===== config.mk =====
export PLATFORM = sky130hd
export DESIGN_NAME = axil_cmd_master_flat
export DESIGN_NICKNAME = d
export VERILOG_FILES = /design/src/rtl/axil_pkg.sv /design/src/rtl/axil_if.sv /design/src/rtl/axil_cmd_master.sv /design/src/flat_wrapper.sv
export SDC_FILE = /design/constraint.sdc
export NUM_CORES = 1
export LEC_CHECK = 0
export BUFFER_PORTS_ARGS = -buffer_cell sky130_fd_sc_hd__buf_4
export CAP_MARGIN = 20
export CORE_ASPECT_RATIO = 0.8
export CORE_MARGIN = 5
export CORE_UTILIZATION = 25
export CTS_CLUSTER_DIAMETER = 150
export DETAILED_ROUTE_END_ITERATION = 8
export PLACE_DENSITY = 0.55
export SLEW_MARGIN = 40
export SYNTH_ARGS = -nofsm -noshare
export SYNTH_HDL_FRONTEND = slang
export SYNTH_SLANG_ARGS = --single-unit
export TNS_END_PERCENT = 100

===== constraint.sdc =====
create_clock -name aclk -period 2.2 [get_ports aclk]
set_clock_uncertainty 0.05 [all_clocks]
set_input_delay 0.22 -clock aclk [delete_from_list [all_inputs] [get_ports aclk]]
set_output_delay 0.22 -clock aclk [all_outputs]
set_load 0.1 [all_outputs]

===== src/rtl/axil_pkg.sv =====
// Shared AXI4-Lite response codes and the command-master FSM state type.
package axil_pkg;

    localparam logic [1:0] AXIL_OKAY   = 2'b00;
    localparam logic [1:0] AXIL_EXOKAY = 2'b01;
    localparam logic [1:0] AXIL_SLVERR = 2'b10;
    localparam logic [1:0] AXIL_DECERR = 2'b11;

    typedef enum logic [2:0] {
        IDLE,
        WR,
        WR_RESP,
        RD_ADDR,
        RD_DATA,
        RESP
    } axil_state_e;

endpackage


===== src/rtl/axil_if.sv =====
// AXI4-Lite channel bundle (AW, W, B, AR, R) with master and slave views.
interface axil_if #(
    parameter int ADDR_WIDTH = 32,
    parameter int DATA_WIDTH = 32
);
    logic                      awvalid;
    logic                      awready;
    logic [ADDR_WIDTH-1:0]     awaddr;
    logic                      wvalid;
    logic                      wready;
    logic [DATA_WIDTH-1:0]     wdata;
    logic [DATA_WIDTH/8-1:0]   wstrb;
    logic                      bvalid;
    logic                      bready;
    logic [1:0]                bresp;
    logic                      arvalid;
    logic                      arready;
    logic [ADDR_WIDTH-1:0]     araddr;
    logic                      rvalid;
    logic                      rready;
    logic [DATA_WIDTH-1:0]     rdata;
    logic [1:0]                rresp;

    modport m_axil (
        output awvalid, awaddr, wvalid, wdata, wstrb, bready, arvalid, araddr, rready,
        input  awready, wready, bvalid, bresp, arready, rvalid, rdata, rresp
    );

    modport s_axil (
        input  awvalid, awaddr, wvalid, wdata, wstrb, bready, arvalid, araddr, rready,
        output awready, wready, bvalid, bresp, arready, rvalid, rdata, rresp
    );
endinterface


===== src/rtl/axil_cmd_master.sv =====
// Runs one AXI4-Lite read or write per accepted UART command and returns a single
// response word; a watchdog converts a stalled transaction into a SLVERR timeout.
module axil_cmd_master
    import axil_pkg::*;
#(
    parameter int AXI_DATA_WIDTH = 32,
    parameter int AXI_ADDR_WIDTH = 32,
    parameter int TIMEOUT_CYCLES = 1024
) (
    input  logic                        aclk,
    input  logic                        areset,
    input  logic                        cmd_valid,
    output logic                        cmd_ready,
    input  logic                        cmd_write,
    input  logic [AXI_ADDR_WIDTH-1:0]   cmd_addr,
    input  logic [AXI_DATA_WIDTH-1:0]   cmd_wdata,
    input  logic [AXI_DATA_WIDTH/8-1:0] cmd_wstrb,
    output logic                        rsp_valid,
    input  logic                        rsp_ready,
    output logic                        rsp_write,
    output logic [AXI_DATA_WIDTH-1:0]   rsp_rdata,
    output logic [1:0]                  rsp_resp,
    output logic                        rsp_timeout,
    axil_if.m_axil                      m_axil
);

    localparam int CNT_W = $clog2(TIMEOUT_CYCLES + 2);
    localparam logic [CNT_W-1:0] CNT_LAST = CNT_W'(TIMEOUT_CYCLES - 1);

    axil_state_e                 state_q, state_d;
    logic                        awvalid_q, awvalid_d;
    logic                        wvalid_q, wvalid_d;
    logic                        bready_q, bready_d;
    logic                        arvalid_q, arvalid_d;
    logic                        rready_q, rready_d;
    logic [AXI_ADDR_WIDTH-1:0]   awaddr_q, awaddr_d;
    logic [AXI_ADDR_WIDTH-1:0]   araddr_q, araddr_d;
    logic [AXI_DATA_WIDTH-1:0]   wdata_q, wdata_d;
    logic [AXI_DATA_WIDTH/8-1:0] wstrb_q, wstrb_d;
    logic                        rsp_valid_q, rsp_valid_d;
    logic                        rsp_write_q, rsp_write_d;
    logic [AXI_DATA_WIDTH-1:0]   rsp_rdata_q, rsp_rdata_d;
    logic [1:0]                  rsp_resp_q, rsp_resp_d;
    logic                        rsp_timeout_q, rsp_timeout_d;
    logic [CNT_W-1:0]            wd_cnt_q, wd_cnt_d;
    logic                        busy, wd_expire, aw_done, w_done;

    assign cmd_ready = (state_q == IDLE) && !areset;

    assign busy      = (state_q == WR) || (state_q == WR_RESP) ||
                       (state_q == RD_ADDR) || (state_q == RD_DATA);
    assign wd_expire = (TIMEOUT_CYCLES != 0) && (wd_cnt_q == CNT_LAST);
    assign aw_done   = !awvalid_q || m_axil.awready;
    assign w_done    = !wvalid_q || m_axil.wready;

    always_comb begin
        state_d       = state_q;
        awvalid_d     = awvalid_q;
        wvalid_d      = wvalid_q;
        bready_d      = bready_q;
        arvalid_d     = arvalid_q;
        rready_d      = rready_q;
        awaddr_d      = awaddr_q;
        araddr_d      = araddr_q;
        wdata_d       = wdata_q;
        wstrb_d       = wstrb_q;
        rsp_valid_d   = rsp_valid_q;
        rsp_write_d   = rsp_write_q;
        rsp_rdata_d   = rsp_rdata_q;
        rsp_resp_d    = rsp_resp_q;
        rsp_timeout_d = rsp_timeout_q;
        wd_cnt_d      = wd_cnt_q;

        case (state_q)
            IDLE: begin
                if (cmd_valid && cmd_ready) begin
                    wd_cnt_d    = '0;
                    rsp_write_d = cmd_write;
                    if (cmd_write) begin
                        awaddr_d  = cmd_addr;
                        wdata_d   = cmd_wdata;
                        wstrb_d   = cmd_wstrb;
                        awvalid_d = 1'b1;
                        wvalid_d  = 1'b1;
                        state_d   = WR;
                    end else begin
                        araddr_d  = cmd_addr;
                        arvalid_d = 1'b1;
                        state_d   = RD_ADDR;
                    end
                end
            end
            WR: begin
                if (awvalid_q && m_axil.awready) awvalid_d = 1'b0;
                if (wvalid_q && m_axil.wready)   wvalid_d  = 1'b0;
                if (aw_done && w_done) begin
                    bready_d = 1'b1;
                    state_d  = WR_RESP;
                end
            end
            WR_RESP: begin
                if (m_axil.bvalid && bready_q) begin
                    bready_d      = 1'b0;
                    rsp_resp_d    = m_axil.bresp;
                    rsp_rdata_d   = '0;
                    rsp_timeout_d = 1'b0;
                    rsp_valid_d   = 1'b1;
                    state_d       = RESP;
                end
            end
            RD_ADDR: begin
                if (arvalid_q && m_axil.arready) begin
                    arvalid_d = 1'b0;
                    rready_d  = 1'b1;
                    state_d   = RD_DATA;
                end
            end
            RD_DATA: begin
                if (m_axil.rvalid && rready_q) begin
                    rready_d      = 1'b0;
                    rsp_rdata_d   = m_axil.rdata;
                    rsp_resp_d    = m_axil.rresp;
                    rsp_timeout_d = 1'b0;
                    rsp_valid_d   = 1'b1;
                    state_d       = RESP;
                end
            end
            RESP: begin
                if (rsp_ready) begin
                    rsp_valid_d = 1'b0;
                    state_d     = IDLE;
                end
            end
            default: state_d = IDLE;
        endcase

        // Watchdog overrides any handshake landing on the expiry cycle.
        if (busy && (TIMEOUT_CYCLES != 0)) begin
            wd_cnt_d = wd_cnt_q + 1'b1;
            if (wd_expire) begin
                awvalid_d     = 1'b0;
                wvalid_d      = 1'b0;
                bready_d      = 1'b0;
                arvalid_d     = 1'b0;
                rready_d      = 1'b0;
                rsp_resp_d    = AXIL_SLVERR;
                rsp_rdata_d   = '0;
                rsp_timeout_d = 1'b1;
                rsp_valid_d   = 1'b1;
                state_d       = RESP;
            end
        end
    end

    always_ff @(posedge aclk) begin
        if (areset) begin
            state_q       <= IDLE;
            awvalid_q     <= 1'b0;
            wvalid_q      <= 1'b0;
            bready_q      <= 1'b0;
            arvalid_q     <= 1'b0;
            rready_q      <= 1'b0;
            awaddr_q      <= '0;
            araddr_q      <= '0;
            wdata_q       <= '0;
            wstrb_q       <= '0;
            rsp_valid_q   <= 1'b0;
            rsp_write_q   <= 1'b0;
            rsp_rdata_q   <= '0;
            rsp_resp_q    <= '0;
            rsp_timeout_q <= 1'b0;
            wd_cnt_q      <= '0;
        end else begin
            state_q       <= state_d;
            awvalid_q     <= awvalid_d;
            wvalid_q      <= wvalid_d;
            bready_q      <= bready_d;
            arvalid_q     <= arvalid_d;
            rready_q      <= rready_d;
            awaddr_q      <= awaddr_d;
            araddr_q      <= araddr_d;
            wdata_q       <= wdata_d;
            wstrb_q       <= wstrb_d;
            rsp_valid_q   <= rsp_valid_d;
            rsp_write_q   <= rsp_write_d;
            rsp_rdata_q   <= rsp_rdata_d;
            rsp_resp_q    <= rsp_resp_d;
            rsp_timeout_q <= rsp_timeout_d;
            wd_cnt_q      <= wd_cnt_d;
        end
    end

    assign m_axil.awvalid = awvalid_q;
    assign m_axil.awaddr  = awaddr_q;
    assign m_axil.wvalid  = wvalid_q;
    assign m_axil.wdata   = wdata_q;
    assign m_axil.wstrb   = wstrb_q;
    assign m_axil.bready  = bready_q;
    assign m_axil.arvalid = arvalid_q;
    assign m_axil.araddr  = araddr_q;
    assign m_axil.rready  = rready_q;

    assign rsp_valid   = rsp_valid_q;
    assign rsp_write   = rsp_write_q;
    assign rsp_rdata   = rsp_rdata_q;
    assign rsp_resp    = rsp_resp_q;
    assign rsp_timeout = rsp_timeout_q;

endmodule


===== src/flat_wrapper.sv =====
// flat-port wrapper written by rule: the top's interface ports become plain ports
module axil_cmd_master_flat import axil_pkg::*;
#(
    parameter int AXI_DATA_WIDTH = 32,
    parameter int AXI_ADDR_WIDTH = 32,
    parameter int TIMEOUT_CYCLES = 1024
)
  (aclk, areset, cmd_valid, cmd_ready, cmd_write, cmd_addr, cmd_wdata, cmd_wstrb, rsp_valid, rsp_ready, rsp_write, rsp_rdata, rsp_resp, rsp_timeout, m_axil_awvalid, m_axil_awaddr, m_axil_wvalid, m_axil_wdata, m_axil_wstrb, m_axil_bready, m_axil_arvalid, m_axil_araddr, m_axil_rready, m_axil_awready, m_axil_wready, m_axil_bvalid, m_axil_bresp, m_axil_arready, m_axil_rvalid, m_axil_rdata, m_axil_rresp);
  axil_if #(.ADDR_WIDTH(32), .DATA_WIDTH(32)) m_axil_i ();
  input  logic aclk;
  input  logic areset;
  input  logic cmd_valid;
  output logic cmd_ready;
  input  logic cmd_write;
  input  logic [AXI_ADDR_WIDTH-1:0] cmd_addr;
  input  logic [AXI_DATA_WIDTH-1:0] cmd_wdata;
  input  logic [AXI_DATA_WIDTH/8-1:0] cmd_wstrb;
  output logic rsp_valid;
  input  logic rsp_ready;
  output logic rsp_write;
  output logic [AXI_DATA_WIDTH-1:0] rsp_rdata;
  output logic [1:0] rsp_resp;
  output logic rsp_timeout;
  output wire logic [$bits(m_axil_i.awvalid)-1:0] m_axil_awvalid;
  output wire logic [$bits(m_axil_i.awaddr)-1:0] m_axil_awaddr;
  output wire logic [$bits(m_axil_i.wvalid)-1:0] m_axil_wvalid;
  output wire logic [$bits(m_axil_i.wdata)-1:0] m_axil_wdata;
  output wire logic [$bits(m_axil_i.wstrb)-1:0] m_axil_wstrb;
  output wire logic [$bits(m_axil_i.bready)-1:0] m_axil_bready;
  output wire logic [$bits(m_axil_i.arvalid)-1:0] m_axil_arvalid;
  output wire logic [$bits(m_axil_i.araddr)-1:0] m_axil_araddr;
  output wire logic [$bits(m_axil_i.rready)-1:0] m_axil_rready;
  input wire logic [$bits(m_axil_i.awready)-1:0] m_axil_awready;
  input wire logic [$bits(m_axil_i.wready)-1:0] m_axil_wready;
  input wire logic [$bits(m_axil_i.bvalid)-1:0] m_axil_bvalid;
  input wire logic [$bits(m_axil_i.bresp)-1:0] m_axil_bresp;
  input wire logic [$bits(m_axil_i.arready)-1:0] m_axil_arready;
  input wire logic [$bits(m_axil_i.rvalid)-1:0] m_axil_rvalid;
  input wire logic [$bits(m_axil_i.rdata)-1:0] m_axil_rdata;
  input wire logic [$bits(m_axil_i.rresp)-1:0] m_axil_rresp;
  assign m_axil_awvalid = m_axil_i.awvalid;
  assign m_axil_awaddr = m_axil_i.awaddr;
  assign m_axil_wvalid = m_axil_i.wvalid;
  assign m_axil_wdata = m_axil_i.wdata;
  assign m_axil_wstrb = m_axil_i.wstrb;
  assign m_axil_bready = m_axil_i.bready;
  assign m_axil_arvalid = m_axil_i.arvalid;
  assign m_axil_araddr = m_axil_i.araddr;
  assign m_axil_rready = m_axil_i.rready;
  assign m_axil_i.awready = m_axil_awready;
  assign m_axil_i.wready = m_axil_wready;
  assign m_axil_i.bvalid = m_axil_bvalid;
  assign m_axil_i.bresp = m_axil_bresp;
  assign m_axil_i.arready = m_axil_arready;
  assign m_axil_i.rvalid = m_axil_rvalid;
  assign m_axil_i.rdata = m_axil_rdata;
  assign m_axil_i.rresp = m_axil_rresp;
  axil_cmd_master #(.AXI_DATA_WIDTH(AXI_DATA_WIDTH), .AXI_ADDR_WIDTH(AXI_ADDR_WIDTH), .TIMEOUT_CYCLES(TIMEOUT_CYCLES)) u_core (.aclk(aclk), .areset(areset), .cmd_valid(cmd_valid), .cmd_ready(cmd_ready), .cmd_write(cmd_write), .cmd_addr(cmd_addr), .cmd_wdata(cmd_wdata), .cmd_wstrb(cmd_wstrb), .rsp_valid(rsp_valid), .rsp_ready(rsp_ready), .rsp_write(rsp_write), .rsp_rdata(rsp_rdata), .rsp_resp(rsp_resp), .rsp_timeout(rsp_timeout), .m_axil(m_axil_i));
endmodule

==> results_dict.tcl, run 1 <==
set metrics [dict create \
    yosysTopAreaCell "dfxtp_1" \
    drc_errors 0 \
    synth_seq_cells 156 \
    antenna_found_initial 0 \
    num_io_pins 257 \
    setup_ws_ns 0.322 \
    antenna_cells 0 \
    path_clk_slew_ns 0.07 \
    hp-class "primary input to flip-flop" \
    cp_top_family "flip-flops" \
    wl_per_cell_microns 14.8 \
    power_density_mw_per_mm2 807 \
    die_w_microns 180 \
    synth.cells.most_frequent "nand2_1, dfxtp_1, nand3_1" \
    area_growth_pct 67.4 \
    cts_max_level 4 \
    grt_max_degree 103 \
    die_y_microns 146 \
    grt_pass1_vias 6031 \
    place_ws_ns 0.317 \
    ys_top_cells_by_area "dfxtp_1, nand2_1, nand3_1, a22oi_1, o21ai_0" \
    netlist_area_sq_mm 0.00580 \
    critPathLaunch "u_core.state_q[2]$_SDFF_PP0_" \
    async_flop_share_pct 0 \
    cp-end-kind "primary output" \
    dr.pass1.iters 5 \
    hold_viol 0 \
    dp_hpwl_mm 13.3 \
    gp_congestion 0.761 \
    avgSynthCellArea_sq_um 8.39 \
    status "complete, no violations" \
    cp.arrival_ns 1.61 \
    avgViaCountPerCell 4.42 \
    gr-total-overflow 0 \
    critPathBufInv 1 \
    grt_pass1_wl_mm 32.4 \
    start_util_pct 25.6 \
    layout-drive-gt1-share_pct 30.8 \
    r2r_start "u_core.state_q[2]$_SDFF_PP0_" \
    cts.sinks 156 \
    hold_start "m_axil_rdata[26]" \
    dieArea_sq_mm 0.0264 \
    tns_ns 0 \
    cp-start-kind "flip-flop" \
    synth_most_common_cell "nand2_1" \
    worstPathCellList "nor4_4 -> buf_4" \
    routed-via-count 5966 \
    yosysWarnings 0 \
    wirelength_mm 20.0 \
    yosys.area.top_type_share_pct 53.8 \
    cts_tree "yes" \
    rows 49 \
    crit_type "flip-flop to primary output" \
    synth_edf_count 0 \
    critPathRequiredTime_ns 1.93 \
    max-clock-path-buffers 2 \
    postCtsSetupRepairBufs 0 \
    power_leakage_uw 0.00442 \
    grt_usage_pct 14.8 \
    finalSetupViolCount 0 \
    ys_seq_area_share_pct 53.8 \
    fin_crit_ns 1.88 \
    synth_nets 807 \
    cts_made_buffers 17 \
    synth-main-ff-cell "dfxtp_1" \
    slew_viol_final 0 \
    drt_iter0_drc 280 \
    yosysUniqueCellTypes 47 \
    portBuffers 256 \
    fin_hold_ws_ns 0.0218 \
    max_stage_delay_ns 0.41 \
    synthCells 692 \
    tightest_slew_ns 0.573 \
    finalCritPeriodShare_pct 85.4 \
    cpMaxStageDelayCell "dfxtp_1" \
    rsz0062_at_grt "false" \
    cp_max_fo 7 \
    nets 1146 \
    cts-resized-gates 0 \
    insertion_delay_ns 0.42 \
    relSlewSlack_pct 61.8 \
    drtAntennaViolNets 0 \
    timing.fmax_mhz 532 \
    placeableCoreArea_sq_mm 0.0227 \
    drv_cap 0 \
    vdd_drop_max_uv 394 \
    cts_root_buf "clkbuf_16" \
]
timing repair:
action	in CTS	in global routing
setup endpoints to repair	0	0
hold buffers	99	0
endpoints found under the hold margin	131	0
per-layer routing:
metal  track usage (%)  up-vias  share of wire [%]
li1                  -     3015                  -
met1              18.9     2713                 45
met2              23.7      220                 46
met3              5.89       18                8.0
met4              3.55        0                1.3
met5                 0        -                  0
cells by family after synthesis:
group	count (synthesis)	share of synthesized area [%]
flip-flops	156	53.8
AO/OA/AOI/OAI	106	12.4
buffers and inverters	58	4.68
adder cells (fa/ha/maj)	1	0.216
AND/OR/NAND/NOR	365	27.9
multiplexers	6	1.06
final timing paths:
check | to | slack [ns] | cells past startpoint
worst max-delay path | cmd_ready | 0.32 | 2
worst max register to register | u_core.rsp_rdata[6]$_SDFF_PP0_ | 0.33 | 6
worst min-delay path | u_core.rsp_rdata[26]$_SDFF_PP0_ | 0.02 | 3
worst min register to register | u_core.m_axil.wdata[12]$_SDFFE_PP0P_ | 0.40 | 2
per-stage QoR:
stage | area (sq um) | util, % | total power (uW) | std cells
global placement | 8110 | 35.7 | 4680 | 1219
CTS | 9710 | 42.8 | 7960 | 1350
detailed placement | 8110 | 35.7 | 4690 | 1219
floorplan | 5850 | - | 4210 | 692
finish | 9710 | 42.8 | 7840 | 1350
global route | 9710 | 42.8 | 8140 | 1350
power by group:
| part | leakage [uW] | internal [uW] | switching [uW] |
|---|---|---|---|
| logic | 0.00285 | 509 | 1220 |
| registers | 0.00127 | 2950 | 83.7 |
| clock network | 0.000300 | 1750 | 1320 |
| total | 0.00442 | 5210 | 2630 |
area by class of cell:
type	instances	area, sq um
sequential	156	3120
clock inverter	14	175
multi-input combinational	478	2440
inverter	6	23.8
tap	306	383
fill	2234	13000
clock buffer	18	439
timing repair buffer	372	3130
state kept, by name (all words and copies together) (netlist names):
name / flops
u_core.m_axil.araddr: 32
u_core.m_axil.arvalid: 1
u_core.m_axil.awaddr: 32
u_core.m_axil.awvalid: 1
u_core.m_axil.bready: 1
u_core.m_axil.rready: 1
u_core.m_axil.wdata: 32
u_core.m_axil.wstrb: 4
u_core.m_axil.wvalid: 1
u_core.rsp_rdata: 32
u_core.rsp_resp: 2
u_core.rsp_timeout: 1
u_core.rsp_valid: 1
u_core.rsp_write: 1
u_core.state_q: 3
u_core.wd_cnt_q: 11
layout by cell type (no fill, tap or decap), drive strengths merged, types with 4 or more instances in the layout:
| cell | n |
|---|---|
| nor4 | 4 |
| or4 | 4 |
| inv | 12 |
| clkinv | 5 |
| buf | 273 |
| nor2 | 38 |
| a31oi | 4 |
| a21oi | 13 |
| a22oi | 35 |
| o21ai | 38 |
| dlygate4sd3 | 99 |
| mux2i | 5 |
| dfxtp | 156 |
| nand2 | 219 |
| clkbuf | 18 |
| nand2b | 5 |
| nand3 | 75 |
worst min-delay path, delay by kind of cell:
kind	cells	cell delay, ns
buffers and inverters	1	0.08
AOI/OAI and AO/OA	1	0.07
and+or+nand+nor	1	0.08
Power figures use the tool's default switching activity.
==> inputs of run 2 (changes only) <==
--- a/config.mk
+++ b/config.mk
@@ -5,6 +5,7 @@
 export SDC_FILE = /design/constraint.sdc
 export NUM_CORES = 1
 export LEC_CHECK = 0
+export ABC_AREA = 1
 export BUFFER_PORTS_ARGS = -buffer_cell sky130_fd_sc_hd__buf_4
 export CAP_MARGIN = 20
 export CORE_ASPECT_RATIO = 0.8
@@ -12,7 +13,7 @@
 export CORE_UTILIZATION = 25
 export CTS_CLUSTER_DIAMETER = 150
 export DETAILED_ROUTE_END_ITERATION = 8
-export PLACE_DENSITY = 0.55
+export PLACE_DENSITY = 0.53
 export SLEW_MARGIN = 40
 export SYNTH_ARGS = -nofsm -noshare
 export SYNTH_HDL_FRONTEND = slang
==> run 2 against run 1 <==
- combinational power grew 49%
- non-clock buffer count decreased by 36
- critical path depth rose by 4
- synthesized cell count grew 37%
- count of clock-buffer cells in the layout unchanged
- worst setup slack better by 0.062 ns
- critical endpoint is now u_core.wd_cnt_q[10]$_SDFFE_PP0P_
- highest routed layer unchanged
==> results_dict.tcl, run 2 <==
set metrics [dict create \
    path_clk_slew_ns 0.07 \
    synth_edf_count 0 \
    synthAdderAreaFrac_pct 0.187 \
    hold_start "cmd_addr[12]" \
    insertion_delay_ns 0.42 \
    cts_root_buf "clkbuf_16" \
    async_flop_share_pct 0 \
    drv_cap 0 \
    synth.cells.most_frequent "nand2_1, nand3_1, dfxtp_1" \
    start_util_pct 25.5 \
    crit_type "flip-flop to flip-flop" \
    cp_max_fo 14 \
    avgSynthCellArea_sq_um 7.05 \
    yosysWarnings 0 \
    yosys.area.top_type_share_pct 46.6 \
    max-clock-path-buffers 2 \
    synth-main-ff-cell "dfxtp_1" \
    drc_errors 0 \
    synth_nets 1066 \
    cts-resized-gates 0 \
    wl_per_cell_microns 14.3 \
    antenna_found_initial 0 \
    critPathRequiredTime_ns 2.51 \
    layout-drive-gt1-share_pct 25.2 \
    status "complete, no violations" \
    p_int_uw 5250 \
    area_growth_pct 52.5 \
    critPathLaunch "u_core.state_q[0]$_SDFF_PP0_" \
    dp_hpwl_mm 15.7 \
    layout.area.seq_sq_mm 0.00312 \
    seq_power_share_pct 36.2 \
    p_switching_uw 3510 \
    finalCritPeriodShare_pct 82.5 \
    antenna_cells 0 \
    cp-start-kind "flip-flop" \
    synth-simple-area-share_pct 32.5 \
    ys_top_cells_by_area "dfxtp_1, nand2_1, nand3_1, o21ai_0, nor2_1" \
    pwr-share-comb_pct 29.5 \
    multiInputGateArea_sq_mm 0.00302 \
    yosysUniqueCellTypes 24 \
    synth_xor_area_share_pct 0.653 \
    tightest_slew_ns 0.543 \
    placeableCoreArea_sq_mm 0.0263 \
    relSlewSlack_pct 63.8 \
    finalSetupViolCount 0 \
    avgViaCountPerCell 4.43 \
    grt_pass1_wl_mm 35.9 \
    postCtsSetupRepairBufs 0 \
    r2r_start "u_core.state_q[0]$_SDFF_PP0_" \
    num_io_pins 257 \
    nets 1354 \
    grt_usage_pct 14.8 \
    cts_max_level 4 \
    power_leakage_uw 0.00450 \
    fillers 2745 \
    synth_mux_area_share_pct 0 \
    die_w_microns 193 \
    cp-end-kind "flip-flop" \
    hold_viol 0 \
    grt_pass1_vias 6771 \
    dr.pass1.iters 5 \
    power_density_mw_per_mm2 856 \
    netlist_area_sq_mm 0.00671 \
    rows 53 \
    synthCells 951 \
    utilization_pct 38.8 \
    yosysTopAreaCell "dfxtp_1" \
    clockPowerShare_pct 34.2 \
    slew_viol_final 0 \
    portBuffers 256 \
    synth_seq_cells 156 \
    gr-total-overflow 0 \
    cts_made_buffers 17 \
    total_power_uw 8750 \
    cts_hold_buffers 67 \
    cts.sinks 156 \
    tns_ns 0 \
    vdd_drop_max_uv 465 \
    p_sw_share_pct 40.1 \
    wirelength_mm 23.0 \
    synth_compound_area_share_pct 11.6 \
    fin_crit_ns 1.82 \
    ys_seq_area_share_pct 46.6 \
    synth_most_common_cell "nand2_1" \
    routed-via-count 7134 \
    drtAntennaViolNets 0 \
    gp_congestion 0.783 \
    timing.fmax_mhz 551 \
    dieArea_sq_mm 0.0302 \
    fin_hold_ws_ns 0.0220 \
    synth_top_family_by_area "simple AND/OR/NAND/NOR gates" \
    die_y_microns 157 \
    rsz0062_at_grt "false" \
    layout_commonest_cell "buf_4" \
    cts_tree "yes" \
    drt_iter0_drc 297 \
    final_cell_mix "buf_4, nand2_1, nand3_1" \
    grt_max_degree 105 \
    cp.arrival_ns 2.12 \
    hp-class "primary input to flip-flop" \
]
==> run 2: worst max-delay path, cell delays in order, from the launching register on <==
cell     delay (ns)
dfxtp_1        0.53
nor2_4         0.07
nand2_2        0.17
nand2_2        0.22
nor2_1         0.47
nand2_1        0.09
a21oi_1        0.16
==> run 2: metal layers <==
metal,vias up,part of all wire [%],GRT usage [%]
met5,-,0,0
met4,0,0.99,3.34
met3,17,13,7.23
met2,260,42,22.2
met1,3160,45,19.2
li1,3697,-,-
==> run 2: layout make-up <==
class,instances,share of cell area [%]
well taps,357,4.37
flip-flops and latches,156,30.5
repair buffers,336,27.4
clock inverters,14,1.60
clock buffers,18,4.29
inverters,61,2.24
multi-input cells,667,29.6
==> run 2: power by group through the flow <==
stage | clock network, uW | logic [uW] | registers, uW
floorplan | 0 | 533 | 4560
global placement | 0 | 2500 | 3220
detailed placement | 0 | 2500 | 3230
CTS | 3120 | 2600 | 3170
global route | 3220 | 2730 | 3200
finish | 3000 | 2580 | 3170
==> run 2: stage by stage <==
step | cells | instance area, sq um | setup WS (ns)
after floorplan | 951 | 6710 | 0.0679
after global placement | 1510 | 8950 | 0.402
after detailed placement | 1510 | 8950 | 0.390
after CTS | 1609 | 10200 | 0.382
after global routing | 1609 | 10200 | 0.120
final | 1609 | 10200 | 0.384
==> run 2: final timing paths <==
path	end	slack, ns	cells after the start
max reg2reg	u_core.wd_cnt_q[10]$_SDFFE_PP0P_	0.38	6
min	u_core.m_axil.awaddr[12]$_SDFFE_PP0P_	0.02	3
min reg2reg	u_core.rsp_write$_SDFFE_PP0P_	0.41	2
max	u_core.wd_cnt_q[10]$_SDFFE_PP0P_	0.38	6
==> run 2: cell families (layout without fill, tap and decap cells) <==
kind of cell             after synthesis  count (layout)
AND/OR/NAND/NOR                      506             506
adder cells (fa/ha/maj)                1               1
XOR/XNOR                               5               5
flip-flops                           156             156
buffers and inverters                128             429
AO/OA/AOI/OAI                        155             155
